<file path="src/rtl/uart_loopback_fifo.sv">
// UART loopback with a byte FIFO between receiver and transmitter.
// Received bytes are optionally transformed, buffered and echoed in order.
// Contains the uart_rx and uart_tx cores it uses.

module uart_rx #(
  parameter int CLK_PER_HALF_BIT = 5208
) (
  output logic [7:0] rdata,
  output logic       rx_ready,
  output logic       ferr,
  input  logic       rxd,
  input  logic       clk,
  input  logic       rstn
);
  localparam int CW = (2 * CLK_PER_HALF_BIT > 1) ? $clog2(2 * CLK_PER_HALF_BIT) : 1;
  localparam logic [CW-1:0] HALF_M1 = CW'(CLK_PER_HALF_BIT - 1);
  localparam logic [CW-1:0] FULL_M1 = CW'(2 * CLK_PER_HALF_BIT - 1);

  typedef enum logic [1:0] {RX_IDLE, RX_START, RX_DATA, RX_STOP} rx_state_t;

  rx_state_t       state;
  logic [CW-1:0]   cnt;
  logic [2:0]      bit_idx;
  logic [7:0]      shreg;
  logic            rxd_meta, rxd_sync, rxd_prev;

  // Two-flop synchronizer plus one delayed copy for start-edge detection.
  always_ff @(posedge clk) begin
    if (!rstn) begin
      rxd_meta <= 1'b1;
      rxd_sync <= 1'b1;
      rxd_prev <= 1'b1;
    end else begin
      rxd_meta <= rxd;
      rxd_sync <= rxd_meta;
      rxd_prev <= rxd_sync;
    end
  end

  // Frame receiver: start on a falling edge, sample every bit in its middle.
  always_ff @(posedge clk) begin
    if (!rstn) begin
      state    <= RX_IDLE;
      cnt      <= '0;
      bit_idx  <= '0;
      shreg    <= '0;
      rdata    <= '0;
      rx_ready <= 1'b0;
      ferr     <= 1'b0;
    end else begin
      rx_ready <= 1'b0;
      case (state)
        RX_IDLE: begin
          cnt <= '0;
          if (rxd_prev && !rxd_sync) state <= RX_START;
        end
        RX_START: begin
          if (cnt == HALF_M1) begin
            cnt     <= '0;
            bit_idx <= '0;
            state   <= rxd_sync ? RX_IDLE : RX_DATA;
          end else begin
            cnt <= cnt + 1'b1;
          end
        end
        RX_DATA: begin
          if (cnt == FULL_M1) begin
            cnt   <= '0;
            shreg <= {rxd_sync, shreg[7:1]};
            if (bit_idx == 3'd7) state <= RX_STOP;
            else bit_idx <= bit_idx + 1'b1;
          end else begin
            cnt <= cnt + 1'b1;
          end
        end
        RX_STOP: begin
          if (cnt == FULL_M1) begin
            cnt      <= '0;
            rdata    <= shreg;
            ferr     <= !rxd_sync;
            rx_ready <= 1'b1;
            state    <= RX_IDLE;
          end else begin
            cnt <= cnt + 1'b1;
          end
        end
        default: state <= RX_IDLE;
      endcase
    end
  end
endmodule

module uart_tx #(
  parameter int CLK_PER_HALF_BIT = 5208
) (
  input  logic [7:0] data,
  input  logic       tx_start,
  output logic       tx_busy,
  output logic       txd,
  input  logic       clk,
  input  logic       rstn
);
  localparam int CW = (2 * CLK_PER_HALF_BIT > 1) ? $clog2(2 * CLK_PER_HALF_BIT) : 1;
  localparam logic [CW-1:0] FULL_M1 = CW'(2 * CLK_PER_HALF_BIT - 1);

  typedef enum logic [1:0] {TX_IDLE, TX_START, TX_DATA, TX_STOP} tx_state_t;

  tx_state_t     state;
  logic [CW-1:0] cnt;
  logic [2:0]    bit_idx;
  logic [7:0]    shreg;

  // Frame transmitter: start bit, 8 data bits LSB first, one stop bit.
  always_ff @(posedge clk) begin
    if (!rstn) begin
      state   <= TX_IDLE;
      cnt     <= '0;
      bit_idx <= '0;
      shreg   <= '0;
      txd     <= 1'b1;
      tx_busy <= 1'b0;
    end else begin
      case (state)
        TX_IDLE: begin
          txd <= 1'b1;
          cnt <= '0;
          if (tx_start) begin
            shreg   <= data;
            tx_busy <= 1'b1;
            txd     <= 1'b0;
            state   <= TX_START;
          end
        end
        TX_START: begin
          if (cnt == FULL_M1) begin
            cnt     <= '0;
            bit_idx <= '0;
            txd     <= shreg[0];
            shreg   <= {1'b0, shreg[7:1]};
            state   <= TX_DATA;
          end else begin
            cnt <= cnt + 1'b1;
          end
        end
        TX_DATA: begin
          if (cnt == FULL_M1) begin
            cnt <= '0;
            if (bit_idx == 3'd7) begin
              txd   <= 1'b1;
              state <= TX_STOP;
            end else begin
              txd     <= shreg[0];
              shreg   <= {1'b0, shreg[7:1]};
              bit_idx <= bit_idx + 1'b1;
            end
          end else begin
            cnt <= cnt + 1'b1;
          end
        end
        TX_STOP: begin
          if (cnt == FULL_M1) begin
            cnt     <= '0;
            tx_busy <= 1'b0;
            state   <= TX_IDLE;
          end else begin
            cnt <= cnt + 1'b1;
          end
        end
        default: state <= TX_IDLE;
      endcase
    end
  end
endmodule

module uart_loopback_fifo #(
  parameter int CLK_PER_HALF_BIT = 5208,
  parameter int FIFO_AW          = 4,
  parameter int MODE             = 0,
  parameter int DROP_FERR        = 1
) (
  input  logic               clk,
  input  logic               rstn,
  input  logic               rxd,
  output logic               txd,
  output logic [FIFO_AW:0]   fifo_count,
  output logic               overflow,
  output logic [7:0]         ferr_count
);
  localparam int DEPTH = 2 ** FIFO_AW;
  localparam logic [FIFO_AW:0] FULL_COUNT = (FIFO_AW + 1)'(DEPTH);

  typedef enum logic [1:0] {IDLE, START, WAIT_BUSY, WAIT_DONE} tx_ctrl_t;

  tx_ctrl_t           state;
  logic [7:0]         rx_data;
  logic               rx_ready;
  logic               rx_ferr;
  logic [7:0]         tx_data;
  logic               tx_start;
  logic               tx_busy;
  logic [7:0]         mem [DEPTH];
  logic [FIFO_AW-1:0] wptr;
  logic [FIFO_AW-1:0] rptr;
  logic [7:0]         wdata;
  logic               fifo_full;
  logic               fifo_empty;
  logic               accept;
  logic               push;
  logic               pop;

  uart_rx #(.CLK_PER_HALF_BIT(CLK_PER_HALF_BIT)) u_rx (
    .rdata    (rx_data),
    .rx_ready (rx_ready),
    .ferr     (rx_ferr),
    .rxd      (rxd),
    .clk      (clk),
    .rstn     (rstn)
  );

  uart_tx #(.CLK_PER_HALF_BIT(CLK_PER_HALF_BIT)) u_tx (
    .data     (tx_data),
    .tx_start (tx_start),
    .tx_busy  (tx_busy),
    .txd      (txd),
    .clk      (clk),
    .rstn     (rstn)
  );

  function automatic logic [7:0] transform(input logic [7:0] b);
    logic is_alpha;
    is_alpha = ((b >= 8'h41) && (b <= 8'h5A)) || ((b >= 8'h61) && (b <= 8'h7A));
    case (MODE)
      1:       return ~b;
      2:       return is_alpha ? (b ^ 8'h20) : b;
      default: return b;
    endcase
  endfunction

  // FIFO status, the byte to store and the push/pop decisions for this cycle.
  always_comb begin
    fifo_full  = (fifo_count == FULL_COUNT);
    fifo_empty = (fifo_count == '0);
    wdata      = transform(rx_data);
    accept     = rx_ready && !(rx_ferr && (DROP_FERR != 0));
    pop        = (state == IDLE) && !fifo_empty && !tx_busy;
    push       = accept && (!fifo_full || pop);
  end

  // Storage array; written without reset since pointers define validity.
  always_ff @(posedge clk) begin
    if (push) mem[wptr] <= wdata;
  end

  // Pointers, occupancy and the sticky overflow flag.
  always_ff @(posedge clk) begin
    if (!rstn) begin
      wptr       <= '0;
      rptr       <= '0;
      fifo_count <= '0;
      overflow   <= 1'b0;
    end else begin
      if (push) wptr <= wptr + 1'b1;
      if (pop)  rptr <= rptr + 1'b1;
      case ({push, pop})
        2'b10:   fifo_count <= fifo_count + 1'b1;
        2'b01:   fifo_count <= fifo_count - 1'b1;
        default: fifo_count <= fifo_count;
      endcase
      if (accept && !push) overflow <= 1'b1;
    end
  end

  // Saturating count of frames that arrived with a bad stop bit.
  always_ff @(posedge clk) begin
    if (!rstn) begin
      ferr_count <= '0;
    end else if (rx_ready && rx_ferr && (ferr_count != 8'hFF)) begin
      ferr_count <= ferr_count + 1'b1;
    end
  end

  // Transmit controller: hand one FIFO byte at a time to the UART transmitter.
  always_ff @(posedge clk) begin
    if (!rstn) begin
      state    <= IDLE;
      tx_start <= 1'b0;
      tx_data  <= 8'h00;
    end else begin
      case (state)
        IDLE: begin
          tx_start <= 1'b0;
          if (pop) begin
            tx_data  <= mem[rptr];
            tx_start <= 1'b1;
            state    <= START;
          end
        end
        START: begin
          tx_start <= 1'b0;
          state    <= WAIT_BUSY;
        end
        WAIT_BUSY: begin
          if (tx_busy) state <= WAIT_DONE;
        end
        WAIT_DONE: begin
          if (!tx_busy) state <= IDLE;
        end
        default: begin
          tx_start <= 1'b0;
          state    <= IDLE;
        end
      endcase
    end
  end
endmodule

</file>
<file path="config.mk">
export PLATFORM = sky130hd
export DESIGN_NAME = uart_loopback_fifo
export DESIGN_NICKNAME = d
export VERILOG_FILES = /design/src/rtl/uart_loopback_fifo.sv
export SDC_FILE = /design/constraint.sdc
export NUM_CORES = 1
export LEC_CHECK = 0
export BUFFER_PORTS_ARGS = -buffer_cell sky130_fd_sc_hd__buf_2
export CAP_MARGIN = 20
export CORE_ASPECT_RATIO = 1.1
export CORE_MARGIN = 5
export CORE_UTILIZATION = 41
export DETAILED_ROUTE_END_ITERATION = 10
export GPL_TIMING_DRIVEN = 1
export HOLD_SLACK_MARGIN = 0.1
export PLACE_DENSITY = 0.53
export SETUP_SLACK_MARGIN = 0.1
export SKIP_LAST_GASP = 1
export SLEW_MARGIN = 30
export SYNTH_ARGS = -nofsm -noshare
export SYNTH_HDL_FRONTEND = slang
export SYNTH_SLANG_ARGS = --single-unit
</file>
<file path="constraint.sdc">
create_clock -name clk -period 5.4 [get_ports clk]
set_input_delay 1.08 -clock clk [delete_from_list [all_inputs] [get_ports clk]]
set_output_delay 1.08 -clock clk [all_outputs]
set_load 0.05 [all_outputs]
</file>
* Word level (Yosys, flattened, before mapping)
Memory sizes are Yosys's and may differ from the RTL's. A register that Yosys moved wholly into a read port is not among the register bits. Index checks and enable logic that the tools add are counted.
Word-level totals: flip-flop bits (word level) 94, memory bits (writable) 128, memories kept 1, output and inout bits 15, input port bits 3
Operators by class: mux-type cells 49, add/subtract/negate cells 9, equal/unequal tests 33, reductions and logical operators 40
Memories:
- mem | depth 16, width 8, rd ports 1, clocked after memory_dff 1, write ports 1, line 201 | logic [7:0] mem [DEPTH];
Operators with widths (number):
- $mux W14 | 3
- $pmux W14 S3 | 1
- $mux W8 | 4
- $add A14 B1 Y14 const B | 2
- $eq A14 B14 Y1 const B | 2
- $mux W2 | 14
- $pmux W14 S2 | 1
- $pmux W2 S4 | 3
- $pmux W8 S3 | 1
- $ne A2 B1 Y1 const B | 10
- $mux W3 | 6
- $reduce_and A5 Y1 | 3
- $eq A14 B13 Y1 const B | 1
- $eq A2 B2 Y1 const B | 7
- $pmux W3 S2 | 2
- $mux W1 | 10
- $ne A2 B2 Y1 const B | 5
- $pmux W5 S2 | 1
- $reduce_bool A2 Y1 | 5
- $reduce_and A3 Y1 | 3
- $add A4 B1 Y4 const B | 2
- $add A8 B1 Y8 const B | 1
- $eq A2 B1 Y1 const B | 4
- $logic_and A1 B1 Y1 | 8
- other kinds (17) | 32

* Longest topological paths before layout
Gate-level depths: netlist of the first run.
word-level depth 8, mapped depth 13, gate-level depth less buffers 12

* Modules after synthesis
A second synthesis of the first run with hierarchy kept.
Unflattened totals: cell total of the unflattened synthesis 795, area, all modules 9995.8 µm²
By module, submodules not included:
- uart_loopback_fifo | cells each 445, area each 6680.2 µm², sequential area each 4504.3 µm², instances 1
- uart_rx | cells each 186, area each 1756.7 µm², sequential area each 800.8 µm², instances 1
- uart_tx | cells each 164, area each 1559.0 µm², sequential area each 580.6 µm², instances 1

* Worst setup path after synthesis of the first run
No wires, ideal clock.
path kind reg-to-reg, from register fifo_count[4], to register fifo_count[4], slack 2.292 ns, library setup time 0.119 ns, stages on the path, launching flop included 12, arrival 2.990 ns, buffers on the path 1, clock period less this slack 3.108 ns, cells stage by stage dfxtp_1 -> inv_1 -> a21oi_2 -> clkbuf_1 -> nand2_1 -> inv_1 -> ha_1 -> nor2b_1 -> o21ai_0 -> and2_1 -> mux2_2 -> o221a_2
Between the ends: cells in the longest elaborated chain, start to end 8, elaborated cells on any way between the ends 14, classes of those cells add/sub: 2; eq/ne: 3; mux: 1; reduce/logical: 8
Ends and longest elaborated chain:
- from (decl) | line 185 | output logic [FIFO_AW:0] fifo_count,
- from (signal assigned) | line 265 | 2'b10: fifo_count <= fifo_count + 1'b1;
- from (signal assigned) | line 266 | 2'b01: fifo_count <= fifo_count - 1'b1;
- from (signal assigned) | line 267 | default: fifo_count <= fifo_count;
- $logic_not A5 Y1 | line 242 | fifo_empty = (fifo_count == '0);
- $logic_not A1 Y1 | line 245 | pop = (state == IDLE) && !fifo_empty && !tx_busy;
- $logic_and A1 B1 Y1 (2 in series) | line 245
- $logic_or A1 B1 Y1 | line 246 | push = accept && (!fifo_full || pop);
- $logic_and A1 B1 Y1 | line 246
- $eq A2 B1 Y1 or $eq A2 B2 Y1 (tied branches) | line 264 | case ({push, pop})
- $pmux W5 S2 or $reduce_bool A2 Y1 (tied branches)
Several ways; a longest one is shown, not always the timed one. A chain may end at the register's enable or synchronous reset.

* Final worst setup path of the first run
from register state[0], to register fifo_count[4]
Between the ends: cells in the longest elaborated chain, start to end 7, elaborated cells on any way between the ends 9, classes of those cells eq/ne: 2; mux: 1; reduce/logical: 6
Ends and longest elaborated chain:
- from (decl) | line 194 | tx_ctrl_t state;
- from (signal assigned) | line 285 | state <= IDLE;
- from (signal assigned) | line 295 | state <= START;
- from (signal assigned) | line 300 | state <= WAIT_BUSY;
- $logic_not A2 Y1 * | line 245
- $logic_and A1 B1 Y1 * (2 in series) | line 245
- $logic_or A1 B1 Y1 | line 246
- $logic_and A1 B1 Y1 | line 246
- $eq A2 B1 Y1 or $eq A2 B2 Y1 (tied branches) | line 264
- $pmux W5 S2 or $reduce_bool A2 Y1 (tied branches)
Every way passes the cells marked *; elsewhere a longest branch is shown, timed or not.

==> reports/metrics.cfg, run 1 <==
[power_and_ir_drop]
power_leakage_nw = 3.667
powerDensity_nw_per_um2 = 433.7
peakVddDrop_mv = 0.1664

[clock_network]
cts_sinks = 230
htreeDepth = 1
cts.hold.buffers_added = 0
cts_buffers = 25
clockRootBuffer = clkbuf_16
clk_pin_slew_ns = 0.06
cts_resized = 0
insertion_delay_ns = 0.50
cts_setup_buffers = 0
cts_tree = done
clockBufferDepth = 3

[route]
via_count = 5748
drc = 0
final_antenna_net_count = 0
drt-total-wl_mm = 19.18
first_iter_violations = 339
detail_route.vias_per_cell = 5.352
routedWlPerCell_um = 17.86
firstDrtPassIters = 4

[critical_path]
criticalPathCategory = register to register
cp.required_ns = 5.79
crit_path_end_kind = register
crit_path_max_fanout = 16
start_kind = register
cp_data_arrival_time_ns = 3.72

[global_routing]
overflow = 0
grt_pass1_wl_mm = 31.15
grt_max_degree = 55
grt.total_usage_pct = 14.58
antenna_found_initial = 0
grt_pass1_vias = 5690

[floorplanning]
num_io_pins = 18
core-area_um2 = 23000
dieHeight_um = 170.8
rows = 58
dieArea_um2 = 26680
die_x_um = 156.2
start_util_pct = 41.90

[timing]
finClkSkew_ns = 0.006327
finalCritPeriodShare_pct = 61.70
relSlewSlack_pct = 42.44
worstMarginPinSlew_ns = 0.8602
min_period_ns = 3.332
setup_violations = 0
max_freq_ghz = 0.3001
drv_slew = 0
rsz0062_at_grt = no
tns_ns = 0
hold_viol = 0

[synthesis]
synth.area.top_cells = edfxtp_1 (40%), dfxtp_1 (21%), mux4_2 (7.5%), nor2_1 (3.5%), ha_1 (3.1%)
yosysTopAreaCell = edfxtp_1
ys_seq_elements = 230
async_flop_share_pct = 0
syn_area_um2 = 9639
ys_seq_area_share_pct = 61.06
synth.distinct_cells = 58
netlist.area_leader.share_pct = 39.88
synth_fp_nets = 769
synth-edff-count = 128
yosys_warnings = 0
synth_area_per_cell_um2 = 13.01
syn_inst = 741
ys.flop_type = edfxtp_1

[cells_and_area]
drive_gt1_share_pct = 14.86
n_antenna_cell = 0
final_cell_area_um2 = 10820
syn_to_final_growth_pct = 12.20
fillers = 2034
num-nets-final = 784

[hold_path]
hp-class = register to register

[run]
cap_viol_max_count = 0

[placed_design]
dp_hpwl_mm = 12.32
place_area_um2 = 9988
port_buffers = 17
gp_congestion = 0.7880

[status]
status = finished, final reports clean

-- kinds of logic (layout without fill, tap and decap cells) --
kind of cell    after synthesis  after routing  synth area share [%]
compound gates               91             91                 6.996
flops                       230            230                 61.06
buf+inv                      52             85                 2.297
xor+xnor                     40             40                 3.634
simple gates                244            244                 12.27
mux                          59             59                 10.42
fa+ha+maj                    25             25                 3.323
-- where the power goes --
group	switching (mW)	leakage [nW]	internal, mW
combinational	0.569	1.25	0.448
sequential	0.0656	2.01	1.92
clock	0.646	0.409	1.04
-- through the flow --
step | util (%) | setup WS [ns] | cells | hold slack, ns | power [mW]
4_1_cts | 47.01 | 2.050 | 1074 | 0.4123 | 4.755
6_report | 47.01 | 2.068 | 1074 | 0.4105 | 4.691
3_5_place_dp | 43.42 | 2.062 | 1029 | 0.3956 | 3.049
5_1_grt | 47.01 | 1.778 | 1074 | 0.4288 | 4.948
3_3_place_gp | 43.42 | 2.208 | 1029 | 0.3968 | 3.023
2_1_floorplan | - | 2.292 | 741 | 0.3863 | 2.865
-- per-layer routing --
| metal | vias to the layer above | global-route usage (%) | wire (um) |
|---|---|---|---|
| li1 | 2753 | - | - |
| met1 | 2883 | 19.61 | 8785 |
| met2 | 91 | 25.01 | 9468 |
| met3 | 21 | 2.302 | 662 |
| met4 | 0 | 3.358 | 267 |
| met5 | - | 0 | 0 |
-- state kept, by name (all words and copies together) (netlist names), 2 cells and up, named ones only --
register,count
ferr_count,8
fifo_count,5
mem,128
rptr,4
state,2
tx_data,8
u_rx.bit_idx,3
u_rx.cnt,14
u_rx.rdata,8
u_rx.shreg,8
u_tx.bit_idx,3
u_tx.cnt,14
u_tx.shreg,8
u_tx.state,2
wptr,4
-- cell usage in the layout, fill, tap and decap left out, types with 7 or more instances in the layout --
cell type / synthesis / layout
inv_1: 16 / 16
and2_1: 7 / 7
a22o_1: 16 / 16
nand3_1: 9 / 9
nand4_1: 14 / 14
xor2_1: 24 / 24
a21oi_1: 25 / 25
buf_2: 9 / 17
edfxtp_1: 128 / 128
clkbuf_16: 0 / 25
nor2b_1: 9 / 9
nor2_1: 90 / 90
nand2b_1: 12 / 12
mux4_2: 32 / 32
o22ai_1: 8 / 8
mux2i_1: 25 / 25
ha_1: 24 / 24
dfxtp_1: 102 / 101
o21ai_0: 8 / 8
xnor2_1: 16 / 16
nand2_1: 63 / 63
nor3_1: 15 / 15
-- cells in the mapped netlist (2+ instances only) --
cell and instances:
a211oi_1 4, a21o_1 3, a21oi_1 25, a22o_1 16, a22oi_1 3, a311oi_1 6, a311oi_2 2, a31o_2 3
a31oi_1 2, and2_1 7, and3_1 5, and4_1 3, buf_1 2, buf_2 9, buf_6 2, clkbuf_1 22
dfxtp_1 102, edfxtp_1 128, ha_1 24, inv_1 16, mux2i_1 25, mux4_2 32, nand2_1 63, nand2b_1 12
nand3_1 9, nand3b_1 2, nand4_1 14, nor2_1 90, nor2b_1 9, nor3_1 15, nor3b_1 3, nor4bb_1 2
o21ai_0 8, o22ai_1 8, o31ai_1 2, or2_2 3, xnor2_1 16, xor2_1 24
-- worst max-delay path, cell delays in order (launching register included) --
cell	delay [ns]
dfxtp_1	0.32
inv_1	0.10
ha_1	0.25
nand2b_1	0.15
a21oi_2	0.63
nand2_1	0.20
inv_1	0.16
ha_1	0.28
nor2b_1	0.14
o21ai_0	0.20
and2_1	0.21
mux2_2	0.35
o221a_2	0.22
-- path summary, 6_finish.rpt --
kind	startpoint	end	slack, ns	depth (start not counted)
worst max register to register	state[0]$_SDFFE_PN0P_	fifo_count[4]$_SDFFE_PN0P_	2.07	12
worst min register to register	u_rx.rxd_meta$_SDFF_PN1_	u_rx.rxd_sync$_SDFF_PN1_	0.41	1
worst max-delay path	state[0]$_SDFFE_PN0P_	fifo_count[4]$_SDFFE_PN0P_	2.07	12
worst min-delay path	u_rx.rxd_meta$_SDFF_PN1_	u_rx.rxd_sync$_SDFF_PN1_	0.41	1
-- area by class of cell --
cell class,count,area [um2],share of cell area [%]
multi-input combinational,459,3532,32.66
inverter,17,65.06,0.6016
timing repair buffer,23,130.1,1.203
tap,300,375.4,3.471
clock inverter,11,126.4,1.168
sequential,230,5887,54.43
clock buffer,34,699.4,6.467
No activity file was read; power rests on OpenSTA's default activity.
==> run 2: changes to the inputs <==
clock period = 3.1 ns   (was 5.4 ns; I/O delays follow)
==> reports/metrics.cfg, run 2 (synthesized netlist as in run 1, its figures left out) <==
[clock_network]
cts.hold.buffers_added = 0
clockBufferDepth = 3
htreeDepth = 1
cts_buffers = 25
insertion_delay_ns = 0.52
cts_sinks = 230
clk_pin_slew_ns = 0.06
cts_tree = done
cts_setup_buffers = 0
cts_resized = 0
clockRootBuffer = clkbuf_16

[cells_and_area]
drive_gt1_share_pct = 17.57
fillers = 2017
largest_register = mem
n_antenna_cell = 0
layout_common_cells = edfxtp_1 (128), dfxtp_1 (96), nor2_1 (90)
top_regs = mem x128, u_rx.cnt x14, u_tx.cnt x14
final_common_cell = edfxtp_1
largest_reg_flops = 128
fin_util_pct = 47.70
num-nets-final = 801
syn_to_final_growth_pct = 13.85

[critical_path]
cp.required_ns = 3.50
cp_cell_sequence = inv_1 > ha_1 > nand2b_1 > a21oi_2 > nand2_1 > inv_1 > ha_1 > nor2b_1 > o21ai_0 > and2_1 > mux2_2 > o221a_2
cp_data_arrival_time_ns = 3.08
max_stage_delay_ns = 0.34
crit_path_max_fanout = 6
crit_path_end_kind = register
crit_slowest_cell = mux2_2
criticalPathCategory = register to register
start_kind = register

[route]
firstDrtPassIters = 6
via_count = 5776
detail_route.vias_per_cell = 5.294
final_antenna_net_count = 0
drt-total-wl_mm = 19.56
drc = 0
routedWlPerCell_um = 17.93
first_iter_violations = 312

[timing]
relSlewSlack_pct = 45.97
tns_ns = 0
finalCritPeriodShare_pct = 86.49
max_freq_ghz = 0.3730
drv_slew = 0
worstMarginPinSlew_ns = 0.8094
setup_violations = 0
hold_viol = 0
finClkSkew_ns = 0.01809
rsz0062_at_grt = no
min_period_ns = 2.681

[floorplanning]
start_util_pct = 41.90
dieArea_um2 = 26680
num_io_pins = 18
dieHeight_um = 170.8
rows = 58
core-area_um2 = 23000
die_x_um = 156.2

[hold_path]
hp-class = input port to register

[power_and_ir_drop]
powerDensity_nw_per_um2 = 760.7
peakVddDrop_mv = 0.3722
p_total_mw = 8.348
power_leakage_nw = 3.762

[global_routing]
antenna_found_initial = 0
grt.total_usage_pct = 14.79
grt_pass1_vias = 5744
grt_pass1_wl_mm = 31.36
grt_max_degree = 36
overflow = 0

[status]
status = finished, final reports clean

[placed_design]
port_buffers = 17
dp_hpwl_mm = 12.75
gp_congestion = 0.7777

[run]
cap_viol_max_count = 0

run 2: cell count changes in the layout (fill, tap and decap cells not counted):
cell / before / now
inv_2: 0 / 1
clkbuf_8: 4 / 0
dfxtp_2: 1 / 6
clkinv_1: 3 / 4
clkinvlp_2: 0 / 1
bufinv_16: 3 / 5
dfxtp_1: 101 / 96
inv_6: 0 / 1
buf_4: 6 / 23
clkinv_2: 6 / 5
clkinvlp_4: 0 / 2
clkbuf_1: 5 / 2
run 2: worst paths after layout:
kind / depth (start not counted) / end / slack, ns / startpoint
max reg2reg: 12 / fifo_count[4]$_SDFFE_PN0P_ / 0.42 / state[0]$_SDFFE_PN0P_
max: 12 / fifo_count[4]$_SDFFE_PN0P_ / 0.42 / state[0]$_SDFFE_PN0P_
min reg2reg: 1 / u_rx.rxd_sync$_SDFF_PN1_ / 0.41 / u_rx.rxd_meta$_SDFF_PN1_
min: 2 / u_rx.rxd_meta$_SDFF_PN1_ / 0.30 / rxd
run 2: stage by stage:
| step | hold slack, ns | cells | cell area [um2] | setup slack (ns) |
|---|---|---|---|---|
| finish | 0.3033 | 1091 | 10970 | 0.4187 |
| global route | 0.3015 | 1091 | 10970 | 0.1783 |
| CTS | 0.2797 | 1091 | 10970 | 0.4113 |
| detailed placement | 0.3983 | 1046 | 10120 | 0.4182 |
| global placement | 0.3945 | 1046 | 10120 | 0.4966 |
| floorplan | 0.3863 | 741 | 9646 | 0.1325 |
run 2: final cells by class:
class / count / area, um2 / area share, %
clock buffer: 27 / 633.1 / 5.769
clock inverter: 18 / 219.0 / 1.995
inverter: 17 / 63.81 / 0.5815
multi-input combinational: 459 / 3532 / 32.19
sequential: 230 / 5893 / 53.70
tap: 300 / 375.4 / 3.420
timing repair buffer: 40 / 257.7 / 2.349
run 2: metal layers:
| layer | vias up | global-route usage (%) | share of wire, % |
|---|---|---|---|
| met1 | 2887 | 20.44 | 46 |
| met2 | 84 | 24.94 | 49 |
| li1 | 2784 | - | - |
| met5 | - | 0 | 0 |
| met3 | 21 | 2.201 | 3.4 |
| met4 | 0 | 3.208 | 1.4 |
run 2: power breakdown:
group	internal, mW	switching [mW]
registers	3.35	0.130
clock network	1.89	1.18
logic	0.811	0.992
total	6.04	2.30
run 2: critical path, delay by kind of cell, from the launching register on:
family                     cells  cell delay [ns]
and+or+nand+nor                4             0.60
muxes                          1             0.34
buffers and inverters          2             0.22
AOI/OAI and AO/OA              3             0.56
DFF                            1             0.33
adders and majority gates      2             0.52
